<file path="config.mk">
export PLATFORM = sky130hd
export DESIGN_NAME = mult_div_unit
export DESIGN_NICKNAME = d
export VERILOG_FILES = /design/src/rtl/mips_pkg.sv /design/src/rtl/md_iter_step.sv /design/src/rtl/mult_div_unit.sv
export SDC_FILE = /design/constraint.sdc
export NUM_CORES = 1
export LEC_CHECK = 0
export ABC_CLOCK_PERIOD_IN_PS = 4200
export CAP_MARGIN = 10
export CORE_MARGIN = 2
export CORE_UTILIZATION = 51
export CTS_BUF_LIST = sky130_fd_sc_hd__clkbuf_16
export DETAILED_ROUTE_END_ITERATION = 16
export PLACE_DENSITY_LB_ADDON = 0.1
export SLEW_MARGIN = 10
export SYNTH_ARGS = -nofsm -noshare
export SYNTH_HDL_FRONTEND = slang
export SYNTH_SLANG_ARGS = --single-unit
</file>
<file path="constraint.sdc">
create_clock -name i_clk -period 4.2 [get_ports i_clk]
set_input_delay 0.84 -clock i_clk [delete_from_list [all_inputs] [get_ports i_clk]]
set_output_delay 0.84 -clock i_clk [all_outputs]
set_load 0.05 [all_outputs]
</file>
<file path="src/rtl/mips_pkg.sv">
// Shared MIPS definitions: funct codes for the HI/LO instruction group and the
// multiply/divide unit state and mode encodings.
package mips_pkg;

  localparam logic [5:0] FUNCT_MFHI  = 6'b010000;
  localparam logic [5:0] FUNCT_MTHI  = 6'b010001;
  localparam logic [5:0] FUNCT_MFLO  = 6'b010010;
  localparam logic [5:0] FUNCT_MTLO  = 6'b010011;
  localparam logic [5:0] FUNCT_MULT  = 6'b011000;
  localparam logic [5:0] FUNCT_MULTU = 6'b011001;
  localparam logic [5:0] FUNCT_DIV   = 6'b011010;
  localparam logic [5:0] FUNCT_DIVU  = 6'b011011;

  localparam logic [1:0] ST_IDLE_ENC   = 2'd0;
  localparam logic [1:0] ST_CALC_ENC   = 2'd1;
  localparam logic [1:0] ST_FINISH_ENC = 2'd2;

  typedef enum logic [1:0] {
    ST_IDLE   = ST_IDLE_ENC,
    ST_CALC   = ST_CALC_ENC,
    ST_FINISH = ST_FINISH_ENC
  } md_state_t;

  typedef enum logic {
    MODE_MUL = 1'b0,
    MODE_DIV = 1'b1
  } md_mode_t;

endpackage

</file>
<file path="src/rtl/md_iter_step.sv">
// One radix-2 iteration: shift-add multiply step or restoring divide step.
// acc holds {partial product, multiplier} or {remainder, dividend/quotient}.
module md_iter_step
  import mips_pkg::*;
#(
  parameter int NB_DATA = 32
) (
  input  md_mode_t                 mode,
  input  logic [2*NB_DATA-1:0]     acc,
  input  logic [NB_DATA-1:0]       operand,
  output logic [2*NB_DATA-1:0]     acc_next
);

  logic [NB_DATA:0]   mul_sum;
  logic [NB_DATA:0]   rem_sh;
  logic [NB_DATA+1:0] diff;
  logic               fits;

  always_comb begin
    mul_sum = {1'b0, acc[2*NB_DATA-1:NB_DATA]} + (acc[0] ? {1'b0, operand} : '0);
    rem_sh  = {acc[2*NB_DATA-1:NB_DATA], acc[NB_DATA-1]};
    diff    = {1'b0, rem_sh} - {2'b00, operand};
    // A successful trial subtraction always lands below 2^NB_DATA, so both top bits clear.
    fits    = ~|diff[NB_DATA+1:NB_DATA];
    if (mode == MODE_DIV) begin
      acc_next = fits ? {diff[NB_DATA-1:0], acc[NB_DATA-2:0], 1'b1}
                      : {rem_sh[NB_DATA-1:0], acc[NB_DATA-2:0], 1'b0};
    end else begin
      acc_next = {mul_sum, acc[NB_DATA-1:1]};
    end
  end

endmodule

</file>
<file path="src/rtl/mult_div_unit.sv">
// Multi-cycle MULT/MULTU/DIV/DIVU unit owning the architectural HI/LO registers.
// state  | meaning
// IDLE   | waiting; MTHI/MTLO write HI/LO directly, MULT/DIV latch operands
// CALC   | one iteration per cycle, counter runs NB_DATA-1 down to 0
// FINISH | sign correction, HI/LO write, done pulse on the next cycle
module mult_div_unit
  import mips_pkg::*;
#(
  parameter int NB_DATA  = 32,
  parameter int NB_FUNCT = 6
) (
  input  logic                i_clk,
  input  logic                i_rst_n,
  input  logic                i_start,
  input  logic [NB_FUNCT-1:0] i_funct,
  input  logic [NB_DATA-1:0]  i_operand_a,
  input  logic [NB_DATA-1:0]  i_operand_b,
  output logic                o_busy,
  output logic                o_done,
  output logic [NB_DATA-1:0]  o_hi,
  output logic [NB_DATA-1:0]  o_lo
);

  localparam int              NB_CNT   = $clog2(NB_DATA);
  localparam logic [NB_CNT-1:0] CNT_INIT = NB_CNT'(NB_DATA - 1);

  md_state_t            state, state_next;
  md_mode_t             mode;
  logic [NB_CNT-1:0]    cnt;
  logic [2*NB_DATA-1:0] acc, acc_next, prod_fix;
  logic [NB_DATA-1:0]   operand, abs_a, abs_b, quo_fix, rem_fix;
  logic                 res_neg, rem_neg, div_zero;
  logic                 is_mul, is_div, is_signed, is_mthi, is_mtlo, load_op;

  always_comb begin
    is_mul    = (i_funct == NB_FUNCT'(FUNCT_MULT)) || (i_funct == NB_FUNCT'(FUNCT_MULTU));
    is_div    = (i_funct == NB_FUNCT'(FUNCT_DIV))  || (i_funct == NB_FUNCT'(FUNCT_DIVU));
    is_signed = (i_funct == NB_FUNCT'(FUNCT_MULT)) || (i_funct == NB_FUNCT'(FUNCT_DIV));
    is_mthi   = (i_funct == NB_FUNCT'(FUNCT_MTHI));
    is_mtlo   = (i_funct == NB_FUNCT'(FUNCT_MTLO));
    abs_a     = (is_signed && i_operand_a[NB_DATA-1]) ? -i_operand_a : i_operand_a;
    abs_b     = (is_signed && i_operand_b[NB_DATA-1]) ? -i_operand_b : i_operand_b;
  end

  always_ff @(posedge i_clk or negedge i_rst_n) begin
    if (!i_rst_n) state <= ST_IDLE;
    else          state <= state_next;
  end

  always_comb begin
    state_next = state;
    load_op    = 1'b0;
    unique case (state)
      ST_IDLE: begin
        if (i_start && (is_mul || is_div)) begin
          load_op    = 1'b1;
          state_next = ST_CALC;
        end
      end
      ST_CALC:   if (cnt == '0) state_next = ST_FINISH;
      ST_FINISH: state_next = ST_IDLE;
      default:   state_next = ST_IDLE;
    endcase
    o_busy = (state != ST_IDLE);
  end

  md_iter_step #(.NB_DATA(NB_DATA)) u_step (
    .mode     (mode),
    .acc      (acc),
    .operand  (operand),
    .acc_next (acc_next)
  );

  // Divide by zero keeps |a| as remainder, so sign correction restores a for HI.
  always_comb begin
    prod_fix = res_neg ? -acc : acc;
    quo_fix  = div_zero ? '1 : (res_neg ? -acc[NB_DATA-1:0] : acc[NB_DATA-1:0]);
    rem_fix  = rem_neg ? -acc[2*NB_DATA-1:NB_DATA] : acc[2*NB_DATA-1:NB_DATA];
  end

  always_ff @(posedge i_clk or negedge i_rst_n) begin
    if (!i_rst_n) begin
      mode     <= MODE_MUL;
      cnt      <= '0;
      acc      <= '0;
      operand  <= '0;
      res_neg  <= 1'b0;
      rem_neg  <= 1'b0;
      div_zero <= 1'b0;
      o_hi     <= '0;
      o_lo     <= '0;
      o_done   <= 1'b0;
    end else begin
      o_done <= 1'b0;
      if (load_op) begin
        cnt      <= CNT_INIT;
        mode     <= is_div ? MODE_DIV : MODE_MUL;
        res_neg  <= is_signed & (i_operand_a[NB_DATA-1] ^ i_operand_b[NB_DATA-1]);
        rem_neg  <= is_signed & is_div & i_operand_a[NB_DATA-1];
        div_zero <= is_div & (i_operand_b == '0);
        if (is_div) begin
          acc     <= {{NB_DATA{1'b0}}, abs_a};
          operand <= abs_b;
        end else begin
          acc     <= {{NB_DATA{1'b0}}, abs_b};
          operand <= abs_a;
        end
      end else if (state == ST_IDLE && i_start) begin
        if (is_mthi) o_hi <= i_operand_a;
        if (is_mtlo) o_lo <= i_operand_a;
      end
      if (state == ST_CALC) begin
        acc <= acc_next;
        cnt <= cnt - 1'b1;
      end
      if (state == ST_FINISH) begin
        if (mode == MODE_DIV) begin
          o_hi <= rem_fix;
          o_lo <= quo_fix;
        end else begin
          o_hi <= prod_fix[2*NB_DATA-1:NB_DATA];
          o_lo <= prod_fix[NB_DATA-1:0];
        end
        o_done <= 1'b1;
      end
    end
  end

endmodule

</file>
==> insert_results.sql, run 1 <==
INSERT INTO impl_metrics (metric_group, metric, value, unit) VALUES
('synthesis', 'total_standard_cell_area_after_synthesis', '14940', 'um2'),
('cts', 'cts.reportedPaths.clkPinSlew', '70', 'ps'),
('grt', 'antenna_found_initial', '2', ''),
('cts', 'insertion_delay', '450', 'ps'),
('floorplan', 'dieArea', '30680', 'um2'),
('setup_path', 'worst_path_dominant_cell_family', 'compound AO/OA/AOI/OAI gates', ''),
('timing', 'final-hold-violation-count', '0', ''),
('synthesis', 'yosys-top-cells-count', 'sky130_fd_sc_hd__nand2_1, sky130_fd_sc_hd__o21ai_0, sky130_fd_sc_hd__dfrtp_1, sky130_fd_sc_hd__a21oi_1, sky130_fd_sc_hd__nor2_1', ''),
('synthesis', 'edff_count_synth', '0', ''),
('setup_path', 'crit_path_end', 'acc[50]$_DFFE_PN0P_', ''),
('timing', 'rsz0062_at_grt', 'no', ''),
('synthesis', 'synth_area_in_compound_gates', '26.61', '%'),
('power', 'power.static_leakage', '7.630', 'nW'),
('timing', 'fin_crit_sh', '90.31', '%'),
('setup_path', 'r2r_setup_slack', '410', 'ps'),
('routing', 'vias_per_cell', '6.418', ''),
('floorplan', 'starting_utilization_of_the_core_area', '51.91', '%'),
('layout', 'final_cell_area', '17640', 'um2'),
('routing', 'drt-initial-drc-count', '1842', ''),
('setup_path', 'critPathLaunchType', 'register', ''),
('synthesis', 'synth.mux.area_fraction', '4.589', '%'),
('routing', 'post_drt_wl_per_cell', '23.38', 'um'),
('synthesis', 'yosys_most_used_dff', 'sky130_fd_sc_hd__dfrtp_1', ''),
('timing', 'final.min_clock_period', '3793', 'ps'),
('setup_path', 'worst_path_max_delay_cell', 'sky130_fd_sc_hd__fa_1', ''),
('cts', 'number_of_buffers_between_clock_root_and_the_deepest_sink', '2', ''),
('place', 'gp_routability_congestion', '0.9875', ''),
('place', 'placement.cell_area', '17030', 'um2'),
('cts', 'cts_post_setup_buffers_inserted', '0', ''),
('grt', 'grt_max_degree', '65', ''),
('setup_path', 'worst_ep_required_time', '4490', 'ps'),
('timing', 'finClkSkew', '10.55', 'ps'),
('cts', 'htree_num_levels', '4', ''),
('synthesis', 'synth_cell_type_count', '72', ''),
('timing', 'timing.slew.headroom', '27.51', '%'),
('setup_path', 'worstPathCellList', 'inv_1 -> ha_1 -> inv_1 -> fa_1 -> a211oi_1 -> o21ai_2 -> o211ai_1 -> a311o_1 -> a2111o_1 -> mux2i_1 -> nand3_2 -> buf_12 -> mux2i_1 -> o221ai_1', ''),
('run', 'cap_violations', '0', ''),
('grt', 'via_count_of_the_first_global_routing_pass', '14270', ''),
('place', 'dp_hpwl', '44110', 'um'),
('routing', 'first_pass_iters', '6', ''),
('cts', 'cts_buffers', '17', ''),
('floorplan', 'die_y', '175.2', 'um'),
('layout', 'final_layout_size_suffix_gt1_share', '7.689', '%'),
('synthesis', 'synth_adder_area_share', '6.130', '%'),
('power', 'finalPower', '12.52', 'mW'),
('power', 'vdd_drop_max', '0.4084', 'mV'),
('timing', 'worstMarginPinSlew', '1085', 'ps'),
('setup_path', 'timing.critical_path.fanout_max', '21', ''),
('hold_path', 'hold_path.class', 'in2async', ''),
('synthesis', 'synth_top_area_share', '28.81', '%'),
('power', 'p_per_area', '709.7', 'nW/um2'),
('cts', 'root_buffer', 'sky130_fd_sc_hd__clkbuf_16', ''),
('cts', 'tritoncts_clock_tree', 'yes', ''),
('setup_path', 'cpPeakStageDelay', '420', 'ps'),
('synthesis', 'synth_nets', '2056', ''),
('run_status', 'status', 'completed', ''),
('place', 'port_buffers', '138', ''),
('synthesis', 'synthCells', '1911', ''),
('synthesis', 'synth_area_leaders', 'sky130_fd_sc_hd__dfrtp_1, sky130_fd_sc_hd__o21ai_0, sky130_fd_sc_hd__xnor2_1', ''),
('setup_path', 'worstPathArrival', '4080', 'ps'),
('grt', 'gr-total-overflow', '0', ''),
('grt', 'grt_use_total', '36.73', '%'),
('cts', 'post_cts_hold_buffer_count', '0', ''),
('setup_path', 'critPathCaptureType', 'register', ''),
('timing', 'setup_slack', '407.1', 'ps'),
('timing', 'final-max-slew-violation-count', '0', ''),
('floorplan', 'die_x', '175.2', 'um'),
('setup_path', 'critical_path.reg2reg.startpoint', 'acc[31]$_DFFE_PN0P_', ''),
('floorplan', 'std_cell_rows', '62', ''),
('setup_path', 'setup.worst_path.start', 'acc[31]$_DFFE_PN0P_', ''),
('synthesis', 'synthSimpleGateAreaFrac', '18.62', '%');
## cells by family after synthesis
family,Yosys count
AO/OA/AOI/OAI,636
AND/OR/NAND/NOR,589
buffers and inverters,201
XOR/XNOR,173
flip-flops,172
adder cells (fa/ha/maj),72
multiplexers,68
## metrics by stage
stage / instances / hold WS, ps
2_1_floorplan: 1911 / 449.8
3_3_place_gp: 2394 / 462.7
3_5_place_dp: 2394 / 467.3
4_1_cts: 2426 / 385.4
5_1_grt: 2426 / 403.2
6_report: 2427 / 363.8
## how the worst min path moves through the flow
stage,depth (start not counted),from,to
final,1,i_rst_n,o_hi[28]$_DFFE_PN0P_
after global routing,1,i_rst_n,o_hi[25]$_DFFE_PN0P_
after CTS,1,i_rst_n,o_hi[25]$_DFFE_PN0P_
after detailed placement,2,o_hi[14]$_DFFE_PN0P_,o_hi[14]$_DFFE_PN0P_
after global placement,2,o_hi[12]$_DFFE_PN0P_,o_hi[12]$_DFFE_PN0P_
after floorplan,2,operand[13]$_DFFE_PN0P_,operand[13]$_DFFE_PN0P_
## layout by cell type (no fill, tap or decap), types with 8 or more instances in the layout
cell / instances
sky130_fd_sc_hd__buf_4: 89
sky130_fd_sc_hd__ha_1: 70
sky130_fd_sc_hd__dfrtp_1: 171
sky130_fd_sc_hd__o41ai_1: 9
sky130_fd_sc_hd__o22ai_1: 38
sky130_fd_sc_hd__o211ai_1: 38
sky130_fd_sc_hd__a22oi_1: 26
sky130_fd_sc_hd__inv_1: 71
sky130_fd_sc_hd__or4_1: 15
sky130_fd_sc_hd__nor4_1: 21
sky130_fd_sc_hd__mux2i_1: 64
sky130_fd_sc_hd__nor3_1: 43
sky130_fd_sc_hd__o21bai_1: 8
sky130_fd_sc_hd__a21o_1: 41
sky130_fd_sc_hd__and3_1: 20
sky130_fd_sc_hd__nor2_1: 140
sky130_fd_sc_hd__clkdlybuf4s50_1: 136
sky130_fd_sc_hd__xnor2_1: 105
sky130_fd_sc_hd__a31oi_1: 17
sky130_fd_sc_hd__nand2b_1: 20
sky130_fd_sc_hd__nand2_1: 204
sky130_fd_sc_hd__or3_1: 15
sky130_fd_sc_hd__a211oi_1: 42
sky130_fd_sc_hd__nand3_1: 45
sky130_fd_sc_hd__clkbuf_16: 17
sky130_fd_sc_hd__xor2_1: 68
sky130_fd_sc_hd__a21oi_1: 141
sky130_fd_sc_hd__o21ai_0: 192
sky130_fd_sc_hd__o31ai_1: 21
sky130_fd_sc_hd__and2_1: 20
## sequential cells by signal (all words and copies together), names as in the netlist
register / flops
state: 2
o_done: 1
operand: 32
rem_neg: 1
res_neg: 1
div_zero: 1
o_hi: 32
mode: 1
acc: 64
cnt: 5
o_lo: 32
## final cells by class
cell class	instances	area [um2]	area share, %
multi-input combinational	1538	9893	56.09
sequential	172	4305	24.41
timing repair buffer	229	2086	11.83
tap	384	480.5	2.724
clock buffer	17	425.4	2.412
inverter	71	266.5	1.511
clock inverter	15	178.9	1.014
antenna	1	2.502	0.01419
## power by group
group          switching (mW)  total [mW]  leakage, nW  internal (mW)
sequential              0.932        3.23         2.01           2.30
clock                   0.799        1.70        0.293          0.901
combinational            4.62        7.59         5.32           2.97
total                    6.36        12.5         7.63           6.16
## per-layer routing
metal  global-route usage [%]  up-vias  part of all wire, %
met3                    8.246       87                   12
li1                         -     7146                    -
met5                        0        -                    0
met4                    11.49        0                  2.9
met1                    55.56     7446                   44
met2                    51.48      897                   41
(Power assumes the default switching activity.)
==> inputs of run 2 (changes only) <==
--- a/config.mk
+++ b/config.mk
@@ -11,7 +11,7 @@
 export CORE_UTILIZATION = 51
 export CTS_BUF_LIST = sky130_fd_sc_hd__clkbuf_16
 export DETAILED_ROUTE_END_ITERATION = 16
-export PLACE_DENSITY_LB_ADDON = 0.1
+export PLACE_DENSITY = 0.72
 export SLEW_MARGIN = 10
 export SYNTH_ARGS = -nofsm -noshare
 export SYNTH_HDL_FRONTEND = slang
==> run 2 against run 1 <==
Worst hold slack improved by 67 ps. Final cell count did not move. Power barely moved. Critical endpoint is now acc[24]$_DFFE_PN0P_. Flip-flop and latch count did not move.
==> insert_results.sql, run 2 (synthesis results as in run 1) <==
INSERT INTO impl_metrics (metric_group, metric, value, unit) VALUES
('routing', 'wl', '56980', 'um'),
('setup_path', 'cp_num_buf_inv', '2', ''),
('routing', 'detail-route-antenna-nets', '0', ''),
('layout', 'largest_register', 'acc', ''),
('timing', 'timing.slew.headroom', '36.77', '%'),
('timing', 'final.min_clock_period', '3775', 'ps'),
('setup_path', 'worst-r2r-cell-count', '14', ''),
('layout', 'layout_nets', '2175', ''),
('cts', 'root_buffer', 'sky130_fd_sc_hd__clkbuf_16', ''),
('run', 'cap_violations', '0', ''),
('setup_path', 'critPathLaunchType', 'input port', ''),
('timing', 'tns', '0', 'ps'),
('layout', 'insertedDiodeCount', '0', ''),
('setup_path', 'worst_path_dominant_cell_family', 'simple AND/OR/NAND/NOR gates', ''),
('place', 'placement.cell_area', '17040', 'um2'),
('setup_path', 'cpPeakStageDelay', '560', 'ps'),
('cts', 'cts_post_setup_buffers_inserted', '0', ''),
('setup_path', 'worstPathArrival', '4120', 'ps'),
('setup_path', 'worstPathCellList', 'clkdlybuf4s50_1 -> inv_1 -> ha_1 -> or3b_2 -> or4_1 -> nand2b_1 -> nor2b_1 -> and2_1 -> a21oi_1 -> xor2_1 -> o21ai_0 -> a221oi_1', ''),
('grt', 'via_count_of_the_first_global_routing_pass', '14320', ''),
('floorplan', 'dieArea', '30680', 'um2'),
('timing', 'rsz0062_at_grt', 'no', ''),
('timing', 'final-hold-violation-count', '0', ''),
('floorplan', 'die_y', '175.2', 'um'),
('setup_path', 'worst_ep_required_time', '4550', 'ps'),
('layout', 'layout.filler_cells', '2635', ''),
('place', 'dp_hpwl', '44170', 'um'),
('routing', 'post_drt_wl_per_cell', '23.48', 'um'),
('cts', 'cts.reportedPaths.clkPinSlew', '80', 'ps'),
('layout', 'final_cell_area', '17610', 'um2'),
('setup_path', 'r2r_setup_slack', '510', 'ps'),
('cts', 'htree_num_levels', '4', ''),
('timing', 'worstMarginPinSlew', '939.7', 'ps'),
('routing', 'first_pass_iters', '6', ''),
('cts', 'post_cts_hold_buffer_count', '0', ''),
('cts', 'cts_buffers', '17', ''),
('setup_path', 'critPathCaptureType', 'register', ''),
('grt', 'wire_length_of_the_first_global_routing_pass', '85970', 'um'),
('grt', 'grt_max_degree', '85', ''),
('timing', 'setup_viol', '0', ''),
('floorplan', 'ios', '139', ''),
('grt', 'grt_use_total', '36.69', '%'),
('cts', 'insertion_delay', '460', 'ps'),
('grt', 'gr-total-overflow', '0', ''),
('floorplan', 'coreArea', '28780', 'um2'),
('place', 'gp_routability_congestion', '0.9800', ''),
('routing', 'drt-initial-drc-count', '2102', ''),
('setup_path', 'setup.worst_path.class', 'in2reg', ''),
('setup_path', 'worst_path_max_delay_cell', 'sky130_fd_sc_hd__or4_1', ''),
('timing', 'final-max-slew-violation-count', '0', ''),
('run_status', 'status', 'completed', ''),
('routing', 'num_vias', '15680', ''),
('routing', 'route.detailed.drc', '0', ''),
('timing', 'clock.fmax', '264.9', 'MHz'),
('timing', 'finClkSkew', '18.13', 'ps'),
('timing', 'fin_crit_sh', '89.89', '%'),
('floorplan', 'die_x', '175.2', 'um'),
('layout', 'layout.cells.most_common', 'sky130_fd_sc_hd__nand2_1', ''),
('power', 'vdd_drop_max', '0.3139', 'mV'),
('cts', 'ctsResizeCount', '0', ''),
('floorplan', 'starting_utilization_of_the_core_area', '51.91', '%'),
('layout', 'final_layout_size_suffix_gt1_share', '7.685', '%'),
('cts', 'clock_sinks', '172', ''),
('setup_path', 'worst_r2r_endpoint', 'acc[62]$_DFFE_PN0P_', ''),
('hold_path', 'hold_path.class', 'in2async', ''),
('layout', 'syn_to_final_growth', '17.89', '%'),
('power', 'power.static_leakage', '7.616', 'nW'),
('floorplan', 'std_cell_rows', '62', ''),
('routing', 'vias_per_cell', '6.460', ''),
('setup_path', 'critical_path.reg2reg.startpoint', 'acc[0]$_DFFE_PN0P_', ''),
('grt', 'antenna_found_initial', '0', ''),
('layout', 'most-common-layout-cells', 'sky130_fd_sc_hd__nand2_1, sky130_fd_sc_hd__o21ai_0, sky130_fd_sc_hd__dfrtp_1', ''),
('cts', 'tritoncts_clock_tree', 'yes', ''),
('power', 'p_per_area', '711.2', 'nW/um2'),
('setup_path', 'timing.critical_path.fanout_max', '4', ''),
('cts', 'number_of_buffers_between_clock_root_and_the_deepest_sink', '2', ''),
('layout', 'largest_register_ffs', '64', ''),
('place', 'port_buffers', '138', '');
run 2: cell types whose count changed in the layout (fill, tap and decap cells not counted):
cell,delta
sky130_fd_sc_hd__buf_4,+1
sky130_fd_sc_hd__bufinv_16,-2
sky130_fd_sc_hd__clkinv_1,+1
sky130_fd_sc_hd__clkinv_2,-2
sky130_fd_sc_hd__clkinv_4,+1
sky130_fd_sc_hd__clkinv_8,+1
sky130_fd_sc_hd__diode_2,-1
sky130_fd_sc_hd__inv_8,+1
run 2: power breakdown:
| part | switching [mW] | total [mW] | internal (mW) |
|---|---|---|---|
| logic | 4.68 | 7.69 | 3.01 |
| registers | 0.939 | 3.23 | 2.30 |
| clock network | 0.815 | 1.61 | 0.791 |
| total | 6.43 | 12.5 | 6.10 |
run 2: final cells by class:
cell class	instances	area, um2	share of cell area, %
clock buffers	17	425.4	2.415
clock inverters	15	148.9	0.8454
inverters	71	266.5	1.513
multi-input cells	1538	9893	56.17
flip-flops and latches	172	4305	24.44
well taps	384	480.5	2.728
repair buffers	230	2093	11.88
run 2: how the worst max path moves through the flow:
stage / startpoint / to / slack (ps) / depth (start not counted)
floorplan: acc[0]$_DFFE_PN0P_ / acc[62]$_DFFE_PN0P_ / 790 / 15
global placement: i_operand_a[1] / acc[24]$_DFFE_PN0P_ / 90 / 12
detailed placement: i_operand_a[1] / acc[24]$_DFFE_PN0P_ / 80 / 12
CTS: i_operand_a[1] / acc[24]$_DFFE_PN0P_ / 530 / 12
global route: acc[32]$_DFFE_PN0P_ / acc[55]$_DFFE_PN0P_ / 290 / 13
finish: i_operand_a[1] / acc[24]$_DFFE_PN0P_ / 420 / 12
run 2: per-stage QoR:
step	instances	hold WS, ps	util (%)	power [mW]	worst slack (ps)
after global placement	2395	461.6	59.20	10.59	91.47
after floorplan	1911	449.8	-	8.026	793.2
after CTS	2427	476.9	61.20	12.31	526.5
after global routing	2427	501.3	61.20	13.22	293.0
final	2427	430.6	61.20	12.53	424.8
after detailed placement	2395	466.0	59.20	10.69	80.52
run 2: layer usage:
| layer | up-vias | GRT usage [%] | routed length [um] |
|---|---|---|---|
| li1 | 7162 | - | - |
| met1 | 7388 | 54.40 | 25070 |
| met2 | 1003 | 49.41 | 22420 |
| met3 | 126 | 10.25 | 7118 |
| met4 | 0 | 15.24 | 2372 |
| met5 | - | 0 | 0 |
